==> config.mk <==
export PLATFORM = sky130hd
export DESIGN_NAME = cpu_io_bridge
export DESIGN_NICKNAME = d
export VERILOG_FILES = /design/src/rtl/cpu_io_bridge.sv
export SDC_FILE = /design/constraint.sdc
export NUM_CORES = 1
export LEC_CHECK = 0
export BUFFER_PORTS_ARGS = -buffer_cell sky130_fd_sc_hd__buf_2
export CAP_MARGIN = 25
export CORE_MARGIN = 2
export CORE_UTILIZATION = 46
export DETAILED_ROUTE_END_ITERATION = 8
export MAX_ROUTING_LAYER = met4
export PLACE_DENSITY_LB_ADDON = 0.25
export SLEW_MARGIN = 0
export SYNTH_ARGS = -nofsm -noshare
export SYNTH_HDL_FRONTEND = slang
export SYNTH_SLANG_ARGS = --single-unit
==> constraint.sdc <==
create_clock -name clk -period 4.7 [get_ports clk]
set_clock_uncertainty 0.2 [all_clocks]
set_input_delay 0.94 -clock clk [delete_from_list [all_inputs] [get_ports clk]]
set_output_delay 0.94 -clock clk [all_outputs]
set_load 0.005 [all_outputs]
==> src/rtl/cpu_io_bridge.sv <==
// rtl/cpu_io_bridge.sv - Z80 I/O-port bridge to the VDP register bus with filtered strobes and a write FIFO
// Define CPU_WAIT_EN to stall the CPU on reads and full-FIFO writes instead of dropping writes.

module cpu_io_bridge #(
    parameter int                ADDR_W     = 8,
    parameter logic [ADDR_W-1:0] BASE_ADDR  = 8'h98,
    parameter int                NUM_PORTS  = 4,
    parameter int                FILTER_LEN = 3,
    parameter int                FIFO_DEPTH = 4,
    localparam int               PORT_W     = $clog2(NUM_PORTS),
    localparam int               LVL_W      = $clog2(FIFO_DEPTH) + 1
) (
    input  logic              clk,
    input  logic              reset_n,
    input  logic [ADDR_W-1:0] addr_i,
    input  logic              iorq_n_i,
    input  logic              rd_n_i,
    input  logic              wr_n_i,
    input  logic [7:0]        cd_i,
    output logic [7:0]        cd_o,
    output logic              cd_oe,
    output logic              wait_n,
    output logic              req_o,
    output logic              wrt_o,
    output logic [PORT_W-1:0] adr_o,
    output logic [7:0]        dbo_o,
    input  logic              ack_i,
    input  logic [7:0]        dbi_i,
    output logic [LVL_W-1:0]  fifo_level_o,
    output logic              ovf_o
);
    typedef enum logic [1:0] {IDLE, RD_DRAIN, RD_REQ, END_WAIT} state_t;
    localparam int ENT_W = PORT_W + 8;

    state_t            state_q, state_d;
    logic              iorq_f, rd_f, wr_f;
    logic              hit, acc_rd, acc_end, idle_wr;
    logic [PORT_W-1:0] port_q;
    logic              fifo_push, fifo_pop, fifo_full, fifo_empty, can_push;
    logic [ENT_W-1:0]  fifo_wdata, fifo_rdata;
    logic              rd_start, vdp_ack, wr_hold;

    cpu_io_bridge_filter #(.FILTER_LEN(FILTER_LEN)) u_iorq_filt (
        .clk(clk), .reset_n(reset_n), .raw(iorq_n_i), .filt(iorq_f));
    cpu_io_bridge_filter #(.FILTER_LEN(FILTER_LEN)) u_rd_filt (
        .clk(clk), .reset_n(reset_n), .raw(rd_n_i), .filt(rd_f));
    cpu_io_bridge_filter #(.FILTER_LEN(FILTER_LEN)) u_wr_filt (
        .clk(clk), .reset_n(reset_n), .raw(wr_n_i), .filt(wr_f));

    cpu_io_bridge_fifo #(.DEPTH(FIFO_DEPTH), .W(ENT_W)) u_fifo (
        .clk(clk), .reset_n(reset_n), .push(fifo_push), .wdata(fifo_wdata),
        .pop(fifo_pop), .rdata(fifo_rdata), .level(fifo_level_o),
        .full(fifo_full), .empty(fifo_empty));

    assign hit      = ~iorq_f & (addr_i[ADDR_W-1:PORT_W] == BASE_ADDR[ADDR_W-1:PORT_W]);
    assign acc_rd   = hit & ~rd_f & wr_f;
    assign acc_end  = ~hit | (rd_f & wr_f);
    assign idle_wr  = (state_q == IDLE) & hit & rd_f & ~wr_f;
    assign vdp_ack  = req_o & ack_i;
    assign fifo_pop = vdp_ack & wrt_o;
    assign can_push = ~fifo_full | fifo_pop;
    // Reads wait behind every queued write so they never overtake one.
    assign rd_start = (state_q == RD_DRAIN) & fifo_empty & ~req_o;

`ifdef CPU_WAIT_EN
    logic             wr_pend_q;
    logic [ENT_W-1:0] pend_q;

    assign wr_hold    = wr_pend_q;
    assign fifo_push  = (idle_wr | wr_pend_q) & can_push;
    assign fifo_wdata = wr_pend_q ? pend_q : {addr_i[PORT_W-1:0], cd_i};
    assign ovf_o      = 1'b0;

    always_ff @(posedge clk or negedge reset_n) begin
        if (!reset_n) begin
            wr_pend_q <= 1'b0;
            pend_q    <= '0;
            wait_n    <= 1'b1;
        end else begin
            if (idle_wr && !can_push) begin
                wr_pend_q <= 1'b1;
                pend_q    <= {addr_i[PORT_W-1:0], cd_i};
            end else if (wr_pend_q && can_push) begin
                wr_pend_q <= 1'b0;
            end
            if (((state_q == IDLE) && acc_rd) || (idle_wr && !can_push)) begin
                wait_n <= 1'b0;
            end else if (((state_q == RD_REQ) && vdp_ack) || (wr_pend_q && can_push)) begin
                wait_n <= 1'b1;
            end
        end
    end
`else
    assign wr_hold    = 1'b0;
    assign fifo_push  = idle_wr & can_push;
    assign fifo_wdata = {addr_i[PORT_W-1:0], cd_i};
    assign wait_n     = 1'b1;

    always_ff @(posedge clk or negedge reset_n) begin
        if (!reset_n) begin
            ovf_o <= 1'b0;
        end else if (idle_wr && !can_push) begin
            ovf_o <= 1'b1;
        end
    end
`endif

    always_ff @(posedge clk or negedge reset_n) begin
        if (!reset_n) begin
            state_q <= IDLE;
        end else begin
            state_q <= state_d;
        end
    end

    always_comb begin
        state_d = state_q;
        case (state_q)
            IDLE: begin
                if (acc_rd) begin
                    state_d = RD_DRAIN;
                end else if (hit && !(rd_f && wr_f)) begin
                    state_d = END_WAIT;
                end
            end
            RD_DRAIN: if (rd_start) state_d = RD_REQ;
            RD_REQ:   if (vdp_ack) state_d = END_WAIT;
            END_WAIT: if (acc_end && !wr_hold) state_d = IDLE;
            default:  state_d = IDLE;
        endcase
    end

    // An early-ending read still finishes on the VDP side; only the bus drive stops.
    always_ff @(posedge clk or negedge reset_n) begin
        if (!reset_n) begin
            port_q <= '0;
            cd_o   <= 8'h00;
            cd_oe  <= 1'b0;
        end else begin
            if ((state_q == IDLE) && acc_rd) begin
                port_q <= addr_i[PORT_W-1:0];
                cd_oe  <= 1'b1;
            end else if ((state_q != IDLE) && acc_end) begin
                cd_oe <= 1'b0;
            end
            if ((state_q == RD_REQ) && vdp_ack) begin
                cd_o <= dbi_i;
            end
        end
    end

    always_ff @(posedge clk or negedge reset_n) begin
        if (!reset_n) begin
            req_o <= 1'b0;
            wrt_o <= 1'b0;
            adr_o <= '0;
            dbo_o <= 8'h00;
        end else if (req_o) begin
            if (ack_i) req_o <= 1'b0;
        end else if (!fifo_empty) begin
            req_o          <= 1'b1;
            wrt_o          <= 1'b1;
            {adr_o, dbo_o} <= fifo_rdata;
        end else if (rd_start) begin
            req_o <= 1'b1;
            wrt_o <= 1'b0;
            adr_o <= port_q;
        end
    end
endmodule

module cpu_io_bridge_filter #(
    parameter int FILTER_LEN = 3
) (
    input  logic clk,
    input  logic reset_n,
    input  logic raw,
    output logic filt
);
    logic [1:0] sync_q;
    logic [3:0] cnt_q;

    always_ff @(posedge clk or negedge reset_n) begin
        if (!reset_n) begin
            sync_q <= 2'b11;
            cnt_q  <= 4'd0;
            filt   <= 1'b1;
        end else begin
            sync_q <= {sync_q[0], raw};
            if (sync_q[1] == filt) begin
                cnt_q <= 4'd0;
            end else if (cnt_q == 4'(FILTER_LEN - 1)) begin
                filt  <= sync_q[1];
                cnt_q <= 4'd0;
            end else begin
                cnt_q <= cnt_q + 4'd1;
            end
        end
    end
endmodule

module cpu_io_bridge_fifo #(
    parameter int  DEPTH = 4,
    parameter int  W     = 10,
    localparam int PTR_W = $clog2(DEPTH)
) (
    input  logic           clk,
    input  logic           reset_n,
    input  logic           push,
    input  logic [W-1:0]   wdata,
    input  logic           pop,
    output logic [W-1:0]   rdata,
    output logic [PTR_W:0] level,
    output logic           full,
    output logic           empty
);
    localparam logic [PTR_W:0] FULL_LVL = (PTR_W + 1)'(DEPTH);

    logic [W-1:0]     mem [DEPTH];
    logic [PTR_W-1:0] wr_ptr, rd_ptr;

    assign rdata = mem[rd_ptr];
    assign full  = (level == FULL_LVL);
    assign empty = (level == '0);

    always_ff @(posedge clk) begin
        if (push) mem[wr_ptr] <= wdata;
    end

    always_ff @(posedge clk or negedge reset_n) begin
        if (!reset_n) begin
            wr_ptr <= '0;
            rd_ptr <= '0;
            level  <= '0;
        end else begin
            if (push) wr_ptr <= wr_ptr + PTR_W'(1);
            if (pop)  rd_ptr <= rd_ptr + PTR_W'(1);
            if (push && !pop) begin
                level <= level + (PTR_W + 1)'(1);
            end else if (pop && !push) begin
                level <= level - (PTR_W + 1)'(1);
            end
        end
    end
endmodule
==> results of run 1 <==
-- where the power goes --
part / total (mW) / internal [mW] / switching (mW)
Clock: 0.547 / 0.274 / 0.273
Combinational: 0.651 / 0.380 / 0.271
Sequential: 1.21 / 1.03 / 0.178
Total: 2.41 / 1.69 / 0.722
-- cell usage in the layout, fill, tap and decap left out, types with 8 or more instances in the layout --
cell type	netlist	final
nand2_1	8	8
buf_2	1	54
clkbuf_8	0	10
mux2_2	22	22
dfrtp_1	45	45
nor2_1	19	19
xor2_1	8	8
edfxtp_1	40	40
mux4_2	10	10
dfstp_2	9	9
inv_1	9	9
ha_1	13	13
-- worst max path at each step --
| stage | startpoint | slack (ns) | endpoint |
|---|---|---|---|
| detailed placement | addr_i[6] | 1.15 | u_fifo.level[2]$_DFFE_PN0P_ |
| global placement | addr_i[6] | 1.22 | u_fifo.level[2]$_DFFE_PN0P_ |
| global route | addr_i[6] | 1.33 | u_fifo.level[2]$_DFFE_PN0P_ |
| floorplan | addr_i[6] | 1.58 | u_fifo.level[2]$_DFFE_PN0P_ |
| CTS | addr_i[6] | 1.52 | u_fifo.level[2]$_DFFE_PN0P_ |
| finish | addr_i[6] | 1.52 | u_fifo.level[2]$_DFFE_PN0P_ |
-- stage by stage --
| step | instances | total power [mW] | utilization | cell area (um2) | worst slack (ns) |
|---|---|---|---|---|---|
| final | 415 | 2.41 | 0.543 | 4440 | 1.52 |
| after global placement | 399 | 1.87 | 0.517 | 4230 | 1.22 |
| after global routing | 415 | 2.58 | 0.543 | 4440 | 1.33 |
| after floorplan | 245 | 1.66 | - | 3850 | 1.58 |
| after detailed placement | 399 | 1.90 | 0.517 | 4230 | 1.15 |
| after CTS | 415 | 2.44 | 0.543 | 4440 | 1.52 |
-- flip-flops by register name, indices dropped and copies added (netlist names), 3 cells and up --
signal             cells
u_iorq_filt.cnt_q      4
u_rd_filt.cnt_q        4
cd_o                   8
u_wr_filt.cnt_q        4
dbo_o                  8
u_fifo.mem            40
u_fifo.level           3
-- cell type report --
type                            instances  share of cell area
Sequential cell                        94               0.577
Inverter                                9             0.00761
Tap cell                              105              0.0296
Clock inverter                          3             0.00507
Timing Repair Buffer                   55              0.0625
Clock buffer                           13              0.0431
Multi-Input combinational cell        136               0.275
-- logic make-up after synthesis --
kind of cell    Yosys count  share of synthesized area
compound gates           22                     0.0396
xor+xnor                 15                     0.0341
mux                      33                      0.127
fa+ha+maj                14                     0.0474
other cells               1                   0.000973
buf+inv                  15                     0.0179
flops                    94                      0.665
simple gates             51                     0.0682
-- worst max-delay path, delay by kind of cell --
family	cells	cell delay (ns)
simple gates	4	1.25
xor+xnor	2	0.32
fa+ha+maj	2	0.60
buf+inv	2	0.16
-- routing by layer --
| layer | vias up | track usage |
|---|---|---|
| met5 | - | - |
| met4 | 0 | 0.0643 |
| met3 | 6 | 0.0300 |
| met2 | 43 | 0.233 |
| met1 | 1050 | 0.197 |
| li1 | 1001 | - |
==> results.cfg, run 1 <==
[clock_network]
postCtsResizedCells = 0
cts_tree = yes
postCtsHoldBufs = 0
numCtsBuffers = 9
clk_pin_slew_ns = 0.09
cts.root.buffer_cell = clkbuf_8
insertion_delay_ns = 0.35
post-cts-setup-buffer-count = 0
cts_buffer_depth = 2
cts.sinks = 94
htree_levels = 3

[routing]
drt-initial-drc-count = 46
wl_met3_um = 288
ant_nets = 0
totalWireLength_mm = 6.07
post-route-drc-count = 0
viasPerCell = 5.06
highest_layer = met4
route.met2.wl_mm = 2.91
met1_length_mm = 2.83
wl_per_cell_um = 14.6
routed-via-count = 2100
dr.pass1.iters = 4

[critical_path]
required_ns = 4.77
critPathMaxStageDelay_ns = 0.40
r2r_start = u_iorq_filt.filt$_DFFE_PN1P_
crit_path_end_kind = flip-flop
r2r_slack_ns = 1.83
cp-start-kind = input port
slowest_stage = and4b_1
cp_max_fo = 7
crit_chain = buf_2, nor4bb_2, and2_0, and4b_1, ha_1, inv_1, fa_1, xor2_1, nor2_1, xor2_1
critPathMostFrequentCell = xor2_1
reg2regPathDepth = 9
critPathArrivalTime_ns = 3.26
path_class = in -> reg
r2r-end = u_fifo.level[2]$_DFFE_PN0P_

[synthesis]
synth_area_leaders = edfxtp_1 31%, dfrtp_1 29%, mux2_2 6.4%
yosys-top-cells-count = 45 x dfrtp_1, 40 x edfxtp_1, 22 x mux2_2, 19 x nor2_1, 13 x ha_1
synth_edf_count = 40
yosysTopAreaCell = edfxtp_1
synth_cells = 245
synthArstFlopShare = 0.574
yosys_most_used_dff = dfrtp_1
synth.most_common_cell = dfrtp_1
ys_ff_latch = 94
syn_area_um2 = 3850
synth_cell_type_count = 40
avgSynthCellArea_um2 = 15.7
synth_top_area_share = 0.312
seq_area_frac_synth = 0.665
synth_nets = 289
ys_warn_count = 0

[global_route]
grt_pass1_vias = 2114
grt_first_pass_wirelength_mm = 10.0
grt_use_total = 0.151
grt_max_degree = 34
antenna_found_initial = 0
overflow = 0

[floorplan]
num_rows = 33
die_area_um2 = 9130
die_x_um = 95.5
core_area_um2 = 8180
ios = 56
die_y_um = 95.5
initial_utilization = 0.471

[finish]
syn2layout_area_growth_pct = 15.3
drive_gt1_frac = 0.374
nets = 349
insertedDiodeCount = 0
multi_input_area_um2 = 1220
fillCellCount = 691
final-seq-area_um2 = 2560

[sta]
grt_setup_unrepaired = false
finalHoldViolations = 0
fin_crit_sh = 0.678
hold_ws_ns = 0.159
maxSlewViolCount = 0
final-setup-viol-count = 0
setup_tns_ns = 0
fmax_mhz = 314
slew_headroom = 0.459
worst_pin_slew_ns = 0.809
min_period_ns = 3.18

[place]
io_buffers = 54
hpwl_mm = 4.30
gp_routability_congestion = 0.769

[min_path]
min_from = u_iorq_filt.sync_q[0]$_DFF_PN1_
min_path_cells = 0
hp-class = reg -> reg
hold_path_end = u_iorq_filt.sync_q[1]$_DFF_PN1_

[power_and_ir_drop]
vdd_ir_drop_max_v = 0.000259
leakagePower_nw = 1.85
power-per-cell-area_nw_per_um2 = 542

[run_status]
status = complete, no violations

[job]
drv_cap = 0
Note: power is estimated with default switching activity, not from simulation.
==> run 2: changes to the inputs <==
Clock period 4.7 ns to 2.75 ns, I/O delays scaled along.
==> run 2 against run 1 <==
Design area rose by 1.6%. Via count up 1.8%. Combinational power increased by 83%. Critical endpoint unchanged.
==> results.cfg, run 2 (same netlist as run 1, synthesis figures left out) <==
[routing]
post-route-drc-count = 0
routed-via-count = 2138
wl_per_cell_um = 14.7
ant_nets = 0
viasPerCell = 5.00
dr.pass1.iters = 4
totalWireLength_mm = 6.30
drt-initial-drc-count = 105

[critical_path]
cp_max_fo = 4
critPathMaxStageDelay_ns = 0.42
crit_chain = inv_1, ha_2, inv_1, nor2_1, and4b_1, ha_1, inv_1, fa_1, xor2_1, nor2_1, xor2_1
critPathMostFrequentCell = inv_1
path_class = reg -> reg
cp-start-kind = flip-flop
worst-path-buf-inv = 3
required_ns = 2.82
critPathArrivalTime_ns = 2.58
crit_path_end_kind = flip-flop
slowest_stage = dfrtp_1
crit_family = adder cells

[power_and_ir_drop]
vdd_ir_drop_max_v = 0.000427
clkPwrFrac = 0.199
internal-power_mw = 2.78
p_sw_mw = 1.25
total_power_mw = 4.03
leakagePower_nw = 1.89
switching_share = 0.309
seqPwrFrac = 0.506
power-per-cell-area_nw_per_um2 = 893
combPwrFrac = 0.295

[clock_network]
insertion_delay_ns = 0.35
cts_buffer_depth = 2
postCtsResizedCells = 0
htree_levels = 3
cts.sinks = 94
post-cts-setup-buffer-count = 0
clk_pin_slew_ns = 0.09
cts_tree = yes
postCtsHoldBufs = 0
cts.root.buffer_cell = clkbuf_8
numCtsBuffers = 9

[finish]
fin_area_um2 = 4510
regMostFlops = u_fifo.mem
final-seq-area_um2 = 2560
mostFrequentLayoutCells = 54 x buf_2, 45 x dfrtp_1, 40 x edfxtp_1
largest_reg_flops = 40
final_common_cell = buf_2
insertedDiodeCount = 0
drive_gt1_frac = 0.402
largest_registers = u_fifo.mem x40, cd_o x8, dbo_o x8
nets = 362
fillCellCount = 678
multi_input_area_um2 = 1220
syn2layout_area_growth_pct = 17.1

[floorplan]
num_rows = 33
core_area_um2 = 8180
initial_utilization = 0.471
ios = 56
die_y_um = 95.5
die_x_um = 95.5
die_area_um2 = 9130

[place]
place_area_um2 = 4340
dp_worst_setup_slack_ns = -0.0156
gp_routability_congestion = 0.744
hpwl_mm = 4.47
io_buffers = 54

[global_route]
grt_use_total = 0.157
grt_first_pass_wirelength_mm = 10.4
overflow = 0
antenna_found_initial = 0
grt_max_degree = 29
grt_pass1_vias = 2146

[sta]
finalHoldViolations = 0
min_period_ns = 2.50
fin_crit_sh = 0.911
fin_ws_ns = 0.245
fmax_mhz = 399
slew_headroom = 0.577
grt_setup_unrepaired = false
maxSlewViolCount = 0
final-setup-viol-count = 0
worst_pin_slew_ns = 0.635

[run_status]
status = complete, no violations

[job]
drv_cap = 0

[min_path]
hp-class = in -> async
-- run 2: changes by cell type in the layout (fill, tap and decap cells not counted) --
cell        previous run  this run
buf_12                 0         1
buf_4                  1        13
clkbuf_16              2         0
clkbuf_8              10         9
clkinv_2               1         2
clkinv_4               1         0
clkinvlp_4             0         1
ha_1                  13        12
ha_2                   0         1
inv_6                  1         3
-- run 2: metrics by stage --
step,hold WS (ns),util,instances,setup TNS (ns)
2_1_floorplan,0.0544,-,245,0
3_3_place_gp,0.146,0.531,412,0
3_5_place_dp,0.148,0.531,412,-0.0156
4_1_cts,0.0245,0.552,428,0
5_1_grt,0.0492,0.552,428,0
6_report,0.0149,0.552,428,0
-- run 2: worst reg2reg max path, stage by stage (launching register included) --
cell and delay (ns):
dfrtp_1 0.42, inv_1 0.10, ha_2 0.21, inv_1 0.07, nor2_1 0.13, and4b_1 0.24, ha_1 0.19, inv_1 0.06
fa_1 0.37, xor2_1 0.17, nor2_1 0.12, xor2_1 0.16
-- run 2: worst paths after layout --
| kind | slack (ns) | cells past startpoint | end | start |
|---|---|---|---|---|
| setup / recovery | 0.25 | 11 | u_fifo.level[2]$_DFFE_PN0P_ | state_q[1]$_DFFE_PN0P_ |
| hold / removal | 0.01 | 1 | u_wr_filt.cnt_q[0]$_DFF_PN0_ | reset_n |
| setup reg to reg | 0.25 | 11 | u_fifo.level[2]$_DFFE_PN0P_ | state_q[1]$_DFFE_PN0P_ |
| hold reg to reg | 0.16 | 0 | u_rd_filt.sync_q[1]$_DFF_PN1_ | u_rd_filt.sync_q[0]$_DFF_PN1_ |
| max in group asynchronous | 1.70 | 2 | u_rd_filt.sync_q[0]$_DFF_PN1_ | reset_n |
| min in group clk | 0.09 | 1 | u_wr_filt.sync_q[0]$_DFF_PN1_ | wr_n_i |
-- run 2: cell type report --
cell class / count / share of cell area
flip-flops and latches: 94 / 0.568
multi-input cells: 136 / 0.271
repair buffers: 68 / 0.0860
well taps: 105 / 0.0291
clock buffers: 10 / 0.0283
clock inverters: 6 / 0.00971
inverters: 9 / 0.00749
-- run 2: metal layers --
layer	track usage	wire (um)	vias to the layer above
met5	-	0	-
met4	0.0679	110	0
met3	0.0269	311	9
met2	0.243	3020	51
met1	0.205	2850	1050
li1	-	-	1028
-- run 2: power by group through the flow --
stage	sequential (mW)	clock [mW]	combinational, mW
6_report	2.04	0.802	1.19
5_1_grt	2.09	0.898	1.35
2_1_floorplan	2.00	0	0.840
4_1_cts	2.04	0.836	1.21
3_3_place_gp	2.05	0	1.18
3_5_place_dp	2.07	0	1.21
==> run 3: changes to the inputs <==
==> constraint.sdc (replaced) <==
create_clock -name clk -period 2.75 [get_ports clk]
set_clock_uncertainty 0.2 [all_clocks]
set_input_delay 0.4125 -clock clk [delete_from_list [all_inputs] [get_ports clk]]
set_output_delay 0.4125 -clock clk [all_outputs]
set_load 0.005 [all_outputs]
==> run 3 against run 2 <==
Sequential share of layout area fell by 0.73 points. Global-route usage rose by 0.13 points. Sequential power barely moved. Die area did not move. Register-to-register slack got worse by 0.02 ns. Wire length rose by 0.38%. Combinational power barely moved. Critical path type unchanged. Largest cell class unchanged.
==> results.cfg, run 3 (same netlist as run 1, synthesis figures left out) <==
[sta]
slew_headroom = 0.539
hold_ws_ns = 0.0617
maxSlewViolCount = 0
min_period_ns = 2.52
final-setup-viol-count = 0
setup_tns_ns = 0
fmax_mhz = 396
worst_pin_slew_ns = 0.692
grt_setup_unrepaired = false
fin_crit_sh = 0.917
finalHoldViolations = 0

[run_status]
status = complete, no violations

[finish]
stdcell_count = 430
mostFrequentLayoutCells = 54 x buf_2, 45 x dfrtp_1, 40 x edfxtp_1
insertedDiodeCount = 0
final-seq-area_um2 = 2560
largest_reg_flops = 40
syn2layout_area_growth_pct = 18.6
fin_area_um2 = 4570
largest_registers = u_fifo.mem x40, cd_o x8, dbo_o x8
final_common_cell = buf_2
regMostFlops = u_fifo.mem
nets = 364
fillCellCount = 678
multi_input_area_um2 = 1220
drive_gt1_frac = 0.394
postLayoutCoreUtil = 0.559

[global_route]
grt_first_pass_wirelength_mm = 10.4
overflow = 0
antenna_found_initial = 0
grt_max_degree = 55
grt_pass1_vias = 2214
grt_use_total = 0.158

[critical_path]
r2r-end = u_fifo.level[2]$_DFFE_PN0P_
r2r_slack_ns = 0.23
critPathArrivalTime_ns = 2.60
r2r_start = state_q[0]$_DFFE_PN0P_
endpoint = u_fifo.level[2]$_DFFE_PN0P_
reg2regPathDepth = 11
crit_start = state_q[0]$_DFFE_PN0P_
required_ns = 2.83
crit_path_end_kind = flip-flop
cp_max_fo = 4
cp-start-kind = flip-flop
path_class = reg -> reg

[routing]
routed-via-count = 2151
drt-initial-drc-count = 49
wl_per_cell_um = 14.7
viasPerCell = 5.00
post-route-drc-count = 0
ant_nets = 0
totalWireLength_mm = 6.32
dr.pass1.iters = 5

[power_and_ir_drop]
clkPwrFrac = 0.208
switching_share = 0.310
power-per-cell-area_nw_per_um2 = 888
p_sw_mw = 1.26
seqPwrFrac = 0.500
combPwrFrac = 0.291
leakagePower_nw = 1.90
vdd_ir_drop_max_v = 0.000322
internal-power_mw = 2.80

[clock_network]
cts_tree = yes
cts.root.buffer_cell = clkbuf_8
cts.sinks = 94
insertion_delay_ns = 0.35
post-cts-setup-buffer-count = 0
postCtsResizedCells = 0
cts_buffer_depth = 2
htree_levels = 3
clk_pin_slew_ns = 0.10
numCtsBuffers = 9

[floorplan]
core_area_um2 = 8180
ios = 56
die_area_um2 = 9130
num_rows = 33
die_y_um = 95.5
initial_utilization = 0.471
die_x_um = 95.5

[job]
drv_cap = 0

[place]
io_buffers = 54
place_area_um2 = 4350
dp.cells = 410
gp_routability_congestion = 0.792
hpwl_mm = 4.34

[min_path]
hp-class = in -> reg
-- run 3: cell count changes in the layout (fill, tap and decap cells not counted) --
| cell | before | now |
|---|---|---|
| buf_12 | 1 | 3 |
| inv_6 | 3 | 1 |
| ha_1 | 12 | 13 |
| dlygate4sd3_1 | 0 | 4 |
| ha_2 | 1 | 0 |
| clkbuf_1 | 1 | 0 |
| clkinv_2 | 2 | 1 |
| clkinvlp_4 | 1 | 3 |
| clkinv_4 | 0 | 1 |
| clkbuf_8 | 9 | 10 |
| buf_4 | 13 | 9 |
-- run 3: worst max-delay path, cell delays in order, from the launching register on --
cell and delay, ns:
dfrtp_1 0.42, inv_1 0.10, ha_1 0.22, inv_1 0.09
nor2_1 0.11, and4b_1 0.24, ha_1 0.19, inv_1 0.06
fa_1 0.38, xor2_1 0.17, nor2_1 0.11, xor2_1 0.14
-- run 3: worst min path at each step --
stage,startpoint,to,slack (ns),cells past startpoint
after CTS,cd_i[7],u_fifo.mem[0][7]$_DFFE_PP_,0.05,1
final,cd_i[1],u_fifo.mem[3][1]$_DFFE_PP_,0.06,1
after global routing,cd_i[0],u_fifo.mem[3][0]$_DFFE_PP_,0.06,1
after detailed placement,u_iorq_filt.sync_q[0]$_DFF_PN1_,u_iorq_filt.sync_q[1]$_DFF_PN1_,0.15,0
after floorplan,reset_n,adr_o[0]$_DFFE_PN0P_,-0.08,0
after global placement,u_wr_filt.sync_q[0]$_DFF_PN1_,u_wr_filt.sync_q[1]$_DFF_PN1_,0.15,0
-- run 3: area by class of cell --
class,instances,area share
multi-input cells,136,0.267
inverters,9,0.00739
clock inverters,6,0.00985
well taps,105,0.0287
flip-flops and latches,94,0.561
clock buffers,10,0.0301
repair buffers,70,0.0958
-- run 3: stage by stage --
step           worst slack [ns]  total power [mW]
2_1_floorplan             0.161              2.84
3_3_place_gp              0.167              3.22
3_5_place_dp              0.112              3.27
4_1_cts                   0.222              4.12
5_1_grt                  0.0396              4.34
6_report                  0.227              4.06
-- run 3: routing by layer --
| metal | vias to the layer above | share of wire | GRT usage |
|---|---|---|---|
| met4 | 0 | 0.018 | 0.0679 |
| met1 | 1068 | 0.45 | 0.195 |
| li1 | 1028 | - | - |
| met2 | 47 | 0.48 | 0.248 |
| met5 | - | 0 | - |
| met3 | 8 | 0.054 | 0.0403 |
-- run 3: timing repair --
item / 4_1_cts / 5_1_grt
setup endpoints to repair: 0 / 0
hold buffers: 4 / 0
endpoints found under the hold margin: 33 / 0
-- run 3: power by group through the flow --
stage | Sequential [mW] | Combinational [mW] | Clock, mW
2_1_floorplan | 2.00 | 0.840 | 0
3_3_place_gp | 2.05 | 1.17 | 0
3_5_place_dp | 2.07 | 1.20 | 0
4_1_cts | 2.04 | 1.21 | 0.870
5_1_grt | 2.09 | 1.34 | 0.915
6_report | 2.03 | 1.18 | 0.845
